File: config.mk
export PLATFORM = sky130hd
export DESIGN_NAME = sub_modp_serial
export DESIGN_NICKNAME = d
export VERILOG_FILES = /design/src/rtl/sub_modp_serial.sv
export SDC_FILE = /design/constraint.sdc
export NUM_CORES = 1
export LEC_CHECK = 0
export ABC_CLOCK_PERIOD_IN_PS = 13160
export BUFFER_PORTS_ARGS = -buffer_cell sky130_fd_sc_hd__buf_2
export CORE_MARGIN = 1.5
export CORE_UTILIZATION = 35
export DETAILED_ROUTE_END_ITERATION = 10
export SKIP_CTS_REPAIR_TIMING = 1
export SYNTH_ARGS = -nofsm -noshare
export SYNTH_HDL_FRONTEND = slang
export SYNTH_SLANG_ARGS = --single-unit
File: constraint.sdc
create_clock -name clk -period 13.16 [get_ports clk]
set_input_delay 0.658 -clock clk [delete_from_list [all_inputs] [get_ports clk]]
set_output_delay 0.658 -clock clk [all_outputs]
set_load 0.05 [all_outputs]
File: src/rtl/sub_modp_serial.sv
// Limb-serial modular subtractor over GF(2^255 - 19): diff = (x - y) mod p,
// one LIMB-bit borrow-chained subtract per clock, with a correction pass on underflow.
module sub_modp_serial #(
  parameter int N    = 255,
  parameter int LIMB = 51
) (
  input  logic         clk,
  input  logic         rst_n,
  input  logic         in_valid,
  output logic         in_ready,
  input  logic [N-1:0] x,
  input  logic [N-1:0] y,
  output logic         out_valid,
  input  logic         out_ready,
  output logic [N-1:0] diff,
  output logic [1:0]   fsm_state
);

  // Handshake rule for both ports: a transfer happens on a rising edge where
  // valid and ready are both 1; ready/valid here are pure decodes of state.

  localparam int K  = N / LIMB;
  localparam int IW = (K > 1) ? $clog2(K) : 1;

  localparam logic [IW-1:0]   LAST_IDX  = IW'(K - 1);
  localparam logic [LIMB-1:0] FIX_CONST = LIMB'(19);

  localparam logic [1:0] S_IDLE = 2'd0;
  localparam logic [1:0] S_SUB  = 2'd1;
  localparam logic [1:0] S_FIX  = 2'd2;
  localparam logic [1:0] S_DONE = 2'd3;

  logic [1:0]    state;
  logic [IW-1:0] idx;
  logic          borrow;
  logic [N-1:0]  x_r;
  logic [N-1:0]  y_r;
  logic [N-1:0]  res_r;

  logic [LIMB-1:0] a_limb;
  logic [LIMB-1:0] s_limb;
  logic [LIMB:0]   limb_diff;
  logic            last_limb;

  // SUB consumes the operand limbs; FIX re-walks the result to subtract 19.
  always_comb begin
    a_limb = '0;
    s_limb = '0;
    case (state)
      S_SUB: begin
        a_limb = x_r[int'(idx)*LIMB +: LIMB];
        s_limb = y_r[int'(idx)*LIMB +: LIMB];
      end
      S_FIX: begin
        a_limb = res_r[int'(idx)*LIMB +: LIMB];
        s_limb = (idx == '0) ? FIX_CONST : '0;
      end
      default: begin
        a_limb = '0;
        s_limb = '0;
      end
    endcase
  end

  assign limb_diff = {1'b0, a_limb} - {1'b0, s_limb} - {{LIMB{1'b0}}, borrow};
  assign last_limb = (idx == LAST_IDX);

  always_ff @(posedge clk or negedge rst_n) begin
    if (!rst_n) begin
      state  <= S_IDLE;
      idx    <= '0;
      borrow <= 1'b0;
      x_r    <= '0;
      y_r    <= '0;
      res_r  <= '0;
    end else begin
      case (state)
        S_IDLE: begin
          if (in_valid) begin
            x_r    <= x;
            y_r    <= y;
            idx    <= '0;
            borrow <= 1'b0;
            state  <= S_SUB;
          end
        end
        S_SUB: begin
          res_r[int'(idx)*LIMB +: LIMB] <= limb_diff[LIMB-1:0];
          if (last_limb) begin
            // A final borrow means the register holds x - y + 2^255.
            idx    <= '0;
            borrow <= 1'b0;
            state  <= limb_diff[LIMB] ? S_FIX : S_DONE;
          end else begin
            idx    <= idx + 1'b1;
            borrow <= limb_diff[LIMB];
          end
        end
        S_FIX: begin
          res_r[int'(idx)*LIMB +: LIMB] <= limb_diff[LIMB-1:0];
          if (last_limb) begin
            idx    <= '0;
            borrow <= 1'b0;
            state  <= S_DONE;
          end else begin
            idx    <= idx + 1'b1;
            borrow <= limb_diff[LIMB];
          end
        end
        S_DONE: begin
          if (out_ready) begin
            state <= S_IDLE;
          end
        end
        default: state <= S_IDLE;
      endcase
    end
  end

  assign in_ready  = (state == S_IDLE);
  assign out_valid = (state == S_DONE);
  assign diff      = res_r;
  assign fsm_state = state;

endmodule

; ---- Word-level counts from Yosys, hierarchy flattened
; Index checks and enable logic that the tools add are counted.
[classes]
n_addsub = 4
mul = 1
n_reduce_logical = 7
n_eq_ne = 8
bitwise_logic = 0
order_cmp = 0
n_div = 0
shifts = 5
mux = 16
[op_table]
columns = operator, n
row1 = indexed part select 255 x 32 -> 51 bit, 3
row2 = bitwise mux 255 bit, 1
row3 = "variable shift 51 x 33 -> 255 bit, first input constant", 1
row4 = indexed part select 51 x 33 -> 255 bit, 1
row5 = one-hot mux 51 bit (2 select lines), 2
row6 = subtractor 51 x 51 -> 52 bit, 1
row7 = subtractor 52 x 1 -> 52 bit, 1
row8 = negation 9 -> 33 bit, 1
row9 = "multiplier 3 x 6 -> 9 bit, second input constant", 1
row10 = two-way mux 2 bit, 4
row11 = one-hot mux 2 bit (4 select lines), 1
row12 = two-way mux 3 bit, 2
row13 = "!= test 2 bit, second input constant", 3
row14 = one-hot mux 3 bit (2 select lines), 1
row15 = two-way mux 5 bit, 1
row16 = "equality test 2 bit, second input constant", 2
row17 = AND reduction 2 bit, 2
row18 = AND reduction 4 bit, 1
row19 = "adder 3 x 1 -> 3 bit, second input constant", 1
row20 = "equality test 3 bit, second input constant", 1
row21 = zero test 3 bit, 1
row22 = two-way mux 1 bit, 3
row23 = "equality test 2 x 1 -> 1 bit, second input constant", 1
row24 = zero test 2 bit, 1
row25 = other kinds (4), 4
[word_totals]
out_inout_bits = 259
latchBits = 0
regBits = 771
n_memories = 0
mem_bits_ro = 0
mem_bits_rw = 0

; ---- Longest topological paths before layout
; Gate-level depths: netlist of the first run.
[depth]
word_depth = 8
depth_mapped = 23
mapped_depth_nobuf = 19

; ---- Least setup slack after synthesis of the first run
; No wires, ideal clock.
[synth_path]
kind = register -> register
startpoint = register state[1] (netlist: fsm_state[1])
endpoint = register state[0] (netlist: fsm_state[0])
path_slack_ns = 7.777
synth_period_minus_slack_ns = 5.383
arrival_ns = 5.263
stages_incl_launch_ff = 21
setup_ns = 0.120
t_required_ns = 13.040
path_cell_list = dfrtp_1 ha_1 buf_4 clkbuf_1 buf_1 buf_1 mux2i_1 a21oi_1 o211ai_1 ha_1 inv_1 ha_1 a21oi_1 o221ai_1 a22o_1 a311o_1 o311ai_2 a21oi_1 a2111o_1 xor2_1 a31o_1
[synth_between]
elab_chain_len = 7
word_cells_on_any_way = 16
classes_between = add/sub (2) / eq/ne (7) / mux (5) / reduce/logical (2)
[synth_lines]
columns = item, line
row1 = "start, declared", 33  ; logic [1:0] state;
row2 = "start signal, assigned", 93  ; state <= limb_diff[LIMB] ? S_FIX : S_DONE;
row3 = equality test 2 bit / equality test 2 x 1 -> 1 bit (equally long branches), "49, 77"
row4 = one-hot mux 51 bit (2 select lines), 49  ; case (state)
row5 = subtractor 51 x 51 -> 52 bit, 65  ; assign limb_diff = {1'b0, a_limb} - {1'b0, s_limb} - {{LIMB{1'b0}}, borrow};
row6 = subtractor 52 x 1 -> 52 bit, 65
row7 = two-way mux 1 bit, 93
row8 = two-way mux 2 bit, 89  ; if (last_limb) begin
row9 = one-hot mux 2 bit (4 select lines), 77  ; case (state)
; Several ways; a longest one is shown, not always the timed one. The select of a mux whose other input is x is not followed.
; A chain may end at the register's enable or synchronous reset.

; ---- Worst setup path after layout of the first run
[layout_path]
startpoint = register idx[0]
endpoint = register res_r[48] (netlist: diff[48])
[layout_between]
elab_chain_len = 7
word_cells_on_any_way = 14
classes_between = add/sub (3) / mul (1) / shift (5) / mux (4) / reduce/logical (1)
[layout_lines]
columns = item, line
row1 = "start, declared", 34  ; logic [IW-1:0] idx;
row2 = "start signal, assigned", 95  ; idx <= idx + 1'b1;
row3 = "start signal, assigned", 106  ; idx <= idx + 1'b1;
row4 = multiplier 3 x 6 -> 9 bit / zero test 3 bit (equally long branches), n/a
row5 = indexed part select 255 x 32 -> 51 bit (tied with other cells), 55  ; a_limb = res_r[int'(idx)*LIMB +: LIMB];
row6 = one-hot mux 51 bit (2 select lines), 49
row7 = subtractor 51 x 51 -> 52 bit, 65
row8 = subtractor 52 x 1 -> 52 bit, 65
row9 = indexed part select 51 x 33 -> 255 bit, "88, 100"
row10 = bitwise mux 255 bit (*), "88, 100"
row11 = "end signal, assigned by index", 88  ; res_r[int'(idx)*LIMB +: LIMB] <= limb_diff[LIMB-1:0];
row12 = "end signal, assigned by index", 100  ; res_r[int'(idx)*LIMB +: LIMB] <= limb_diff[LIMB-1:0];
row13 = "end, declared", 38  ; logic [N-1:0] res_r;
; Mark *: on every way between the ends. The rest lies on a longest branch, timed or not.

==> results of run 1 <==
layout make-up:
type	instances	area [sq um]
diodes	18	45.0
clock buffers	128	2580
clock inverters	35	562
fillers	10300	61800
inverters	125	472
multi-input cells	2127	18200
flip-flops and latches	771	19300
well taps	1476	1850
repair buffers	822	4260
flip-flops by register name (all words and copies together), names as in the netlist:
signal	flops
x_r	255
y_r	255
diff	255
idx	3
fsm_state	2
borrow	1
worst reg2reg max path, stage by stage (launching register included):
cell	delay, ns
dfrtp_4	1.00
buf_4	0.82
buf_4	0.77
mux2i_1	0.33
o21ai_0	0.09
a21oi_1	0.27
nor2_1	0.15
ha_1	0.34
inv_1	0.04
ha_1	0.36
a21oi_1	0.22
o21ai_0	0.16
a2111oi_1	0.44
a21oi_2	0.19
a41oi_1	0.58
o31ai_2	0.22
a311oi_1	0.31
nand3_1	0.21
mux2_2	0.31
metrics by stage:
stage / std cells / instance area [sq um] / util / setup WS, ns
floorplan: 3229 / 38700 / - / 7.78
global placement: 5320 / 44100 / 0.404 / 6.40
detailed placement: 5320 / 44100 / 0.404 / 6.26
CTS: 5483 / 47300 / 0.433 / 6.24
global route: 5494 / 47300 / 0.433 / 5.75
finish: 5502 / 47300 / 0.433 / 6.25
layout by cell type, fill, tap and decap left out, types with 5 or more instances in the layout:
master,instances
clkinv_2,11
dfrtp_1,768
inv_1,123
nand2_1,375
xor2_1,16
buf_2,771
nor2b_1,11
and2_1,5
o21ai_0,139
mux4_2,98
nand2b_1,6
mux2_2,545
nor3_1,13
nand4_1,9
bufinv_16,11
nand3_1,31
clkbuf_8,21
nor2_1,96
a31oi_1,7
a21oi_1,143
o211ai_1,30
ha_1,107
a22oi_1,5
xnor2_1,28
clkbuf_1,18
and3_1,6
o21bai_1,11
diode_2,18
or3_1,8
o21a_1,5
buf_4,48
o22ai_1,29
a21o_1,18
clkbuf_16,89
a22o_1,119
mux2i_1,189
per-layer routing:
| metal | share of wire | wire length, um | up-vias | GRT usage |
|---|---|---|---|---|
| li1 | - | - | 13100 | - |
| met4 | 0.031 | 4700 | 60 | 0.0867 |
| met5 | 0.0026 | 392 | - | 0 |
| met2 | 0.45 | 67900 | 1232 | 0.408 |
| met1 | 0.42 | 63500 | 15100 | 0.348 |
| met3 | 0.090 | 13500 | 286 | 0.0776 |
logic make-up (layout without fill, tap and decap cells):
kind of cell | after synthesis | count (layout) | share of synthesized area
flip-flops | 771 | 771 | 0.499
other | 0 | 18 | 0
XOR/XNOR | 45 | 45 | 0.0104
multiplexers | 832 | 832 | 0.265
AO/OA/AOI/OAI | 551 | 551 | 0.0930
buffers and inverters | 331 | 1110 | 0.0325
AND/OR/NAND/NOR | 588 | 588 | 0.0642
adder cells (fa/ha/maj) | 111 | 111 | 0.0363
final timing paths:
path / from / to / slack [ns] / depth (start not counted)
min in group asynchronous: rst_n / x_r[197] / 0.53 / 2
setup reg to reg: idx[0] / diff[48] / 6.25 / 18
hold / removal: x[221] / x_r[221] / 0.20 / 2
setup / recovery: idx[0] / diff[48] / 6.25 / 18
hold reg to reg: diff[251] / diff[251] / 0.50 / 2
max in group asynchronous: rst_n / diff[229] / 9.37 / 5
==> results.txt, run 1 <==
The maximum buffer depth of the clock tree came out at 3. The via total after detailed routing came out at 29800. The highest fanout seen on the critical path came out at 43. The total global routing overflow is 0. Buffers inserted during clock tree synthesis total 88. The worst-skew pair later-pin latency came out at 0.69 ns. The max-capacitance violation count came out at 0. Input and output buffers added on the ports amount to 772.

The global routing usage summed across all routing layers is 0.262. The number of search-and-repair iterations in the first detailed-routing pass came out at 6. The proportion of layout cells with a drive suffix above 1 is 0.410. The average footprint of a synthesized cell is 12.0 sq um. In the synthesized netlist, the number of instances is 3229. In this design, the stage delay of the slowest critical-path cell is 1.00 ns.

The weighted congestion reported at the end of routability-driven placement came out at 0.983. The residual DRC count came out at 0. The average wire per cell in the routed design is 27.3 um. The final setup TNS came out at 0 ns.

After synthesis, the netlist uses 72 different library cells. The post-detailed-route count of antenna-violating nets is 0. The run finished with clean final reports. The largest total area in the synthesized netlist belongs to dfrtp_1. The top-level I/O count is 773. The tightest min-delay check is of the in -> reg type. Compared with the post-synthesis result, the final layout area differs by 22.3%. The die boundary height is 335 um. dfrtp_1 is the most common cell in the netlist. The post-layout net count came out at 4560. The buffers plus inverters on the worst setup path came out at 3. Entering global routing, the biggest net connects 155 pins. The sum of net half-perimeters after detailed placement is 112000 um.

The worst setup path is of the reg -> reg kind. The clock skew is 0.0436 ns. In this design, the largest share of critical-path delay is due to compound AO/OA/AOI/OAI gates.

The fraction of registers with async set/reset came out at 1.00. After synthesis, the cell types taking the most area are dfrtp_1, mux2_2, mux4_2. Wires add up to 150000 um. The initial core utilization is 0.354. For the worst setup path, the data arrival time is 7.48 ns.

In the synthesized netlist the dominant register cell turns out to be dfrtp_1. The area of the core region came out at 0.109 sq mm. The initial antenna violation count was 46. The ratio of routed vias to standard cells came out at 5.41. The placement row count came out at 121. TritonCTS built the clock tree. Sorting the synthesized cells by how often they occur yields dfrtp_1, mux2_2, nand2_1. The actual transition at the worst max-transition pin came out at 1.09 ns.

In this run the horizontal extent of the chip is 335 um. The slowest stage of the critical path is the dfrtp_4 cell. The count of routing violations after the opening detailed-route iteration came out at 2292. The tightest slew margin relative to the limit is 0.274. The synthesized net count came out at 3854. The share of synthesized area in the top cell type comes to 0.499. The Yosys step of the flow raised 0 warnings. STA classifies the critical path startpoint as a register.

The clock-pin transition on the worst setup and hold timing paths is 0.06 ns. The number of setup violations in the final report came out at 0. The post-route fraction of the period consumed by the critical path came out at 0.525.

The number of flops mapped to enable cells by yosys is 0. The first global-routing pass estimated 214000 um of wire. The timing-limited maximum frequency came out at 145 MHz. The worst hold margin is 0.197 ns.

In this run the clock root is driven by a clkbuf_16. The H-tree depth came out at 3. The max-slew violation count is 0. The overall die area is 0.113 sq mm. The number of synthesized register bits is 771. Setup repair after global routing left no endpoint under its margin. Walking the worst path, the cells encountered are buf_4 > buf_4 > mux2i_1 > o21ai_0 > a21oi_1 > nor2_1 > ha_1 > inv_1 > ha_1 > a21oi_1 > o21ai_0 > a2111oi_1 > a21oi_2 > a41oi_1 > o31ai_2 > a311oi_1 > nand3_1 > mux2_2. The cell area after technology mapping is 0.0387 sq mm. The minimum period implied by the final worst setup slack came out at 6.91 ns. The nature of the critical path endpoint is a register.

The endpoint required time on the critical path came out at 13.73 ns. The via count of the first global-routing pass is 30100. The total count of hold-check failures in the final report was 0. The clock sink count is 771.

The sequential element share of the synthesized area came out at 0.499.
Power of run 1 is not shown: default switching activity piles up to over one toggle a cycle in this logic, so the estimate is an artifact.
==> run 2: changes to the inputs <==
--- a/config.mk
+++ b/config.mk
@@ -5,7 +5,7 @@
 export SDC_FILE = /design/constraint.sdc
 export NUM_CORES = 1
 export LEC_CHECK = 0
-export ABC_CLOCK_PERIOD_IN_PS = 13160
+export ABC_CLOCK_PERIOD_IN_PS = 7100
 export BUFFER_PORTS_ARGS = -buffer_cell sky130_fd_sc_hd__buf_2
 export CORE_MARGIN = 1.5
 export CORE_UTILIZATION = 35
==> constraint.sdc (replaced) <==
create_clock -name clk -period 7.1 [get_ports clk]
set_input_delay 0.355 -clock clk [delete_from_list [all_inputs] [get_ports clk]]
set_output_delay 0.355 -clock clk [all_outputs]
set_load 0.05 [all_outputs]
==> run 2 against run 1 <==
- clock skew shrank 0.017 ns
- sequential share of layout area shrank 4.0 points
- die area is the same
- cell count grew 9.3%
- critical path depth shrank 1
- count of clock-buffer cells in the layout grew 11
- critical endpoint is now diff[250]
==> results.txt, run 2 (same netlist as run 1, synthesis figures left out) <==
The flow ran to the end, and the final reports show no timing, DRC or antenna violations. The worst-skew pair later-pin latency was 0.70 ns (about the same). The horizontal extent of the die came out at 335 um (unchanged).

The proportion of layout cells with a drive suffix above 1 is 0.363 (-0.0470). The worst hold path belongs to the class in -> reg. The weighted congestion reported at the end of routability-driven placement was 0.903 (-8.1%). The cell with the largest stage delay on the worst path is dfrtp_4. The H-tree depth is 3 (unchanged). On the critical path the largest part of the delay comes from compound AO/OA/AOI/OAI gates. The area of the core region was 0.109 sq mm (unchanged).

Traced cell by cell, the critical path runs through buf_4 > mux4_2 > mux2i_1 > o22ai_1 > nand2_1 > ha_1 > inv_1 > ha_1 > nand2_1 > nor3_1 > a22oi_1 > a21boi_0 > a41oi_1 > o31ai_2 > or3b_1 > o211ai_1 > mux2_2. The maximum buffer depth of the clock tree is 3 (unchanged). The initial antenna violation count came out at 34 (-26%).

The initial core utilization came out at 0.354 (unchanged). The post-layout net count is 5073 (+11%). The total count of hold-check failures in the final report is 0 (unchanged). The critical path in this run is classified as reg -> reg. The clock-pin transition on the worst setup and hold timing paths came out at 0.06 ns (about the same). The actual transition at the worst max-transition pin came out at 1.21 ns (+0.120 ns).

The via count of the first global-routing pass came to 29700 (-1.2%). The worst setup path is captured at a register. The final setup TNS came out at 0 ns (unchanged).

The library cells used most frequently in the layout, excluding fill and tap cells, are buf_2, dfrtp_1, mux2_2, dlygate4sd3_1, nand2_1. The buffers plus inverters on the worst setup path is 2 (-1). The minimum period implied by the final worst setup slack came out at 6.33 ns (-0.582 ns).

The number of buffers created by CTS came out at 91 (+3.4%). The clock tree from TritonCTS is done. The pin count of the biggest net entering global routing was 161 (+3.9%). The sum of net half-perimeters after detailed placement is 111000 um (-1.4%). The max-capacitance violation count is 0 (unchanged).

The highest fanout seen on the critical path was 38 (-12%). The global routing usage summed across all routing layers is 0.258 (-0.00384). The critical path data arrival time is 6.96 ns (-0.52 ns). The number of search-and-repair iterations in the first detailed-routing pass is 5 (-1).

The clock skew came out at 0.0268 ns (-0.0168 ns). The longest individual stage delay on the worst path came out at 0.98 ns (-0.02 ns). The reg-to-reg setup timing slack is 0.77 ns (-5.48 ns). Setup repair after global routing left no endpoint under its margin. The worst setup path is launched from a register. The count of routing violations after the opening detailed-route iteration is 2365 (+3.2%). The timing-limited maximum frequency came out at 158 MHz (+9.2%). The post-route fraction of the period consumed by the critical path is 0.891 (+0.366). The max-slew violation count is 0 (unchanged).

The average wire per cell in the routed design is 25.8 um (-5.3%). The post-detailed-route count of antenna-violating nets came out at 0 (unchanged). The endpoint required time on the critical path was 7.73 ns (-6.00 ns). The overall die area is 0.113 sq mm (unchanged). The number of setup violations in the final report came out at 0 (unchanged). The clock sink count came out at 771 (unchanged).

The total of buffers placed on input and output ports is 772 (unchanged). The ratio of routed vias to standard cells came out at 5.35 (-1.2%). The layout overhead on the synthesized area is 35.6%. The via total after detailed routing was 32200 (+8.0%). The total global routing overflow came out at 0 (unchanged). The aggregate routed wire length is 155000 um (+3.6%). The die boundary height is 335 um (unchanged). The residual DRC count came out at 0 (unchanged). The placement row count came out at 121 (unchanged). The global-route wire length before repair came out at 211000 um (-1.5%). The tightest slew margin relative to the limit came out at 0.194 (-0.0798). The library cell used most frequently in the layout, excluding fill and tap cells, is buf_2. The tree is rooted in a clkbuf_16. The top-level I/O count came to 773 (unchanged).
-- run 2: changes by cell type in the layout (fill, tap and decap cells not counted), moves of 2 or more --
cell,delta
buf_4,-10
bufinv_16,-7
clkbuf_16,+3
clkbuf_8,+2
clkbuf_1,+6
dlygate4sd3_1,+510
buf_12,+10
clkinv_4,-2
-- run 2: stage by stage --
step | std cells | cell area, sq um | setup WS, ns | util | hold WS, ns
3_5_place_dp | 5320 | 44200 | 0.910 | 0.405 | 0.483
4_1_cts | 5487 | 47300 | 0.852 | 0.433 | -0.247
6_report | 6016 | 52400 | 0.775 | 0.480 | 0.145
2_1_floorplan | 3229 | 38700 | 1.72 | - | 0.0594
5_1_grt | 6011 | 52400 | 0.512 | 0.480 | 0.180
3_3_place_gp | 5320 | 44200 | 0.958 | 0.405 | 0.472
-- run 2: worst min-delay path: stages --
cell	delay, ns
buf_2	0.09
o221ai_1	0.17
nand2_1	0.10
o21ai_0	0.07
-- run 2: final cells by class --
class / count / area [sq um]
fillers: 9821 / 56700
flip-flops and latches: 771 / 19300
multi-input cells: 2127 / 18200
repair buffers: 1332 / 9490
clock buffers: 139 / 2710
well taps: 1476 / 1850
inverters: 125 / 472
clock inverters: 28 / 350
diodes: 18 / 45.0
-- run 2: worst paths after layout --
check / endpoint / startpoint / cells past startpoint
setup / recovery: diff[250] / idx[0] / 17
hold / removal: fsm_state[1] / out_ready / 4
setup reg to reg: diff[250] / idx[0] / 17
hold reg to reg: diff[17] / diff[17] / 2
max in group asynchronous: y_r[235] / rst_n / 3
min in group asynchronous: x_r[108] / rst_n / 2
-- run 2: routing by layer --
layer | vias up | wire [um] | GRT usage
met5 | - | 118 | 0
met4 | 20 | 5460 | 0.0815
met3 | 331 | 11700 | 0.0807
met2 | 1416 | 71600 | 0.401
met1 | 16300 | 66400 | 0.343
li1 | 14100 | - | -
Power of run 2 is left out for the same reason.
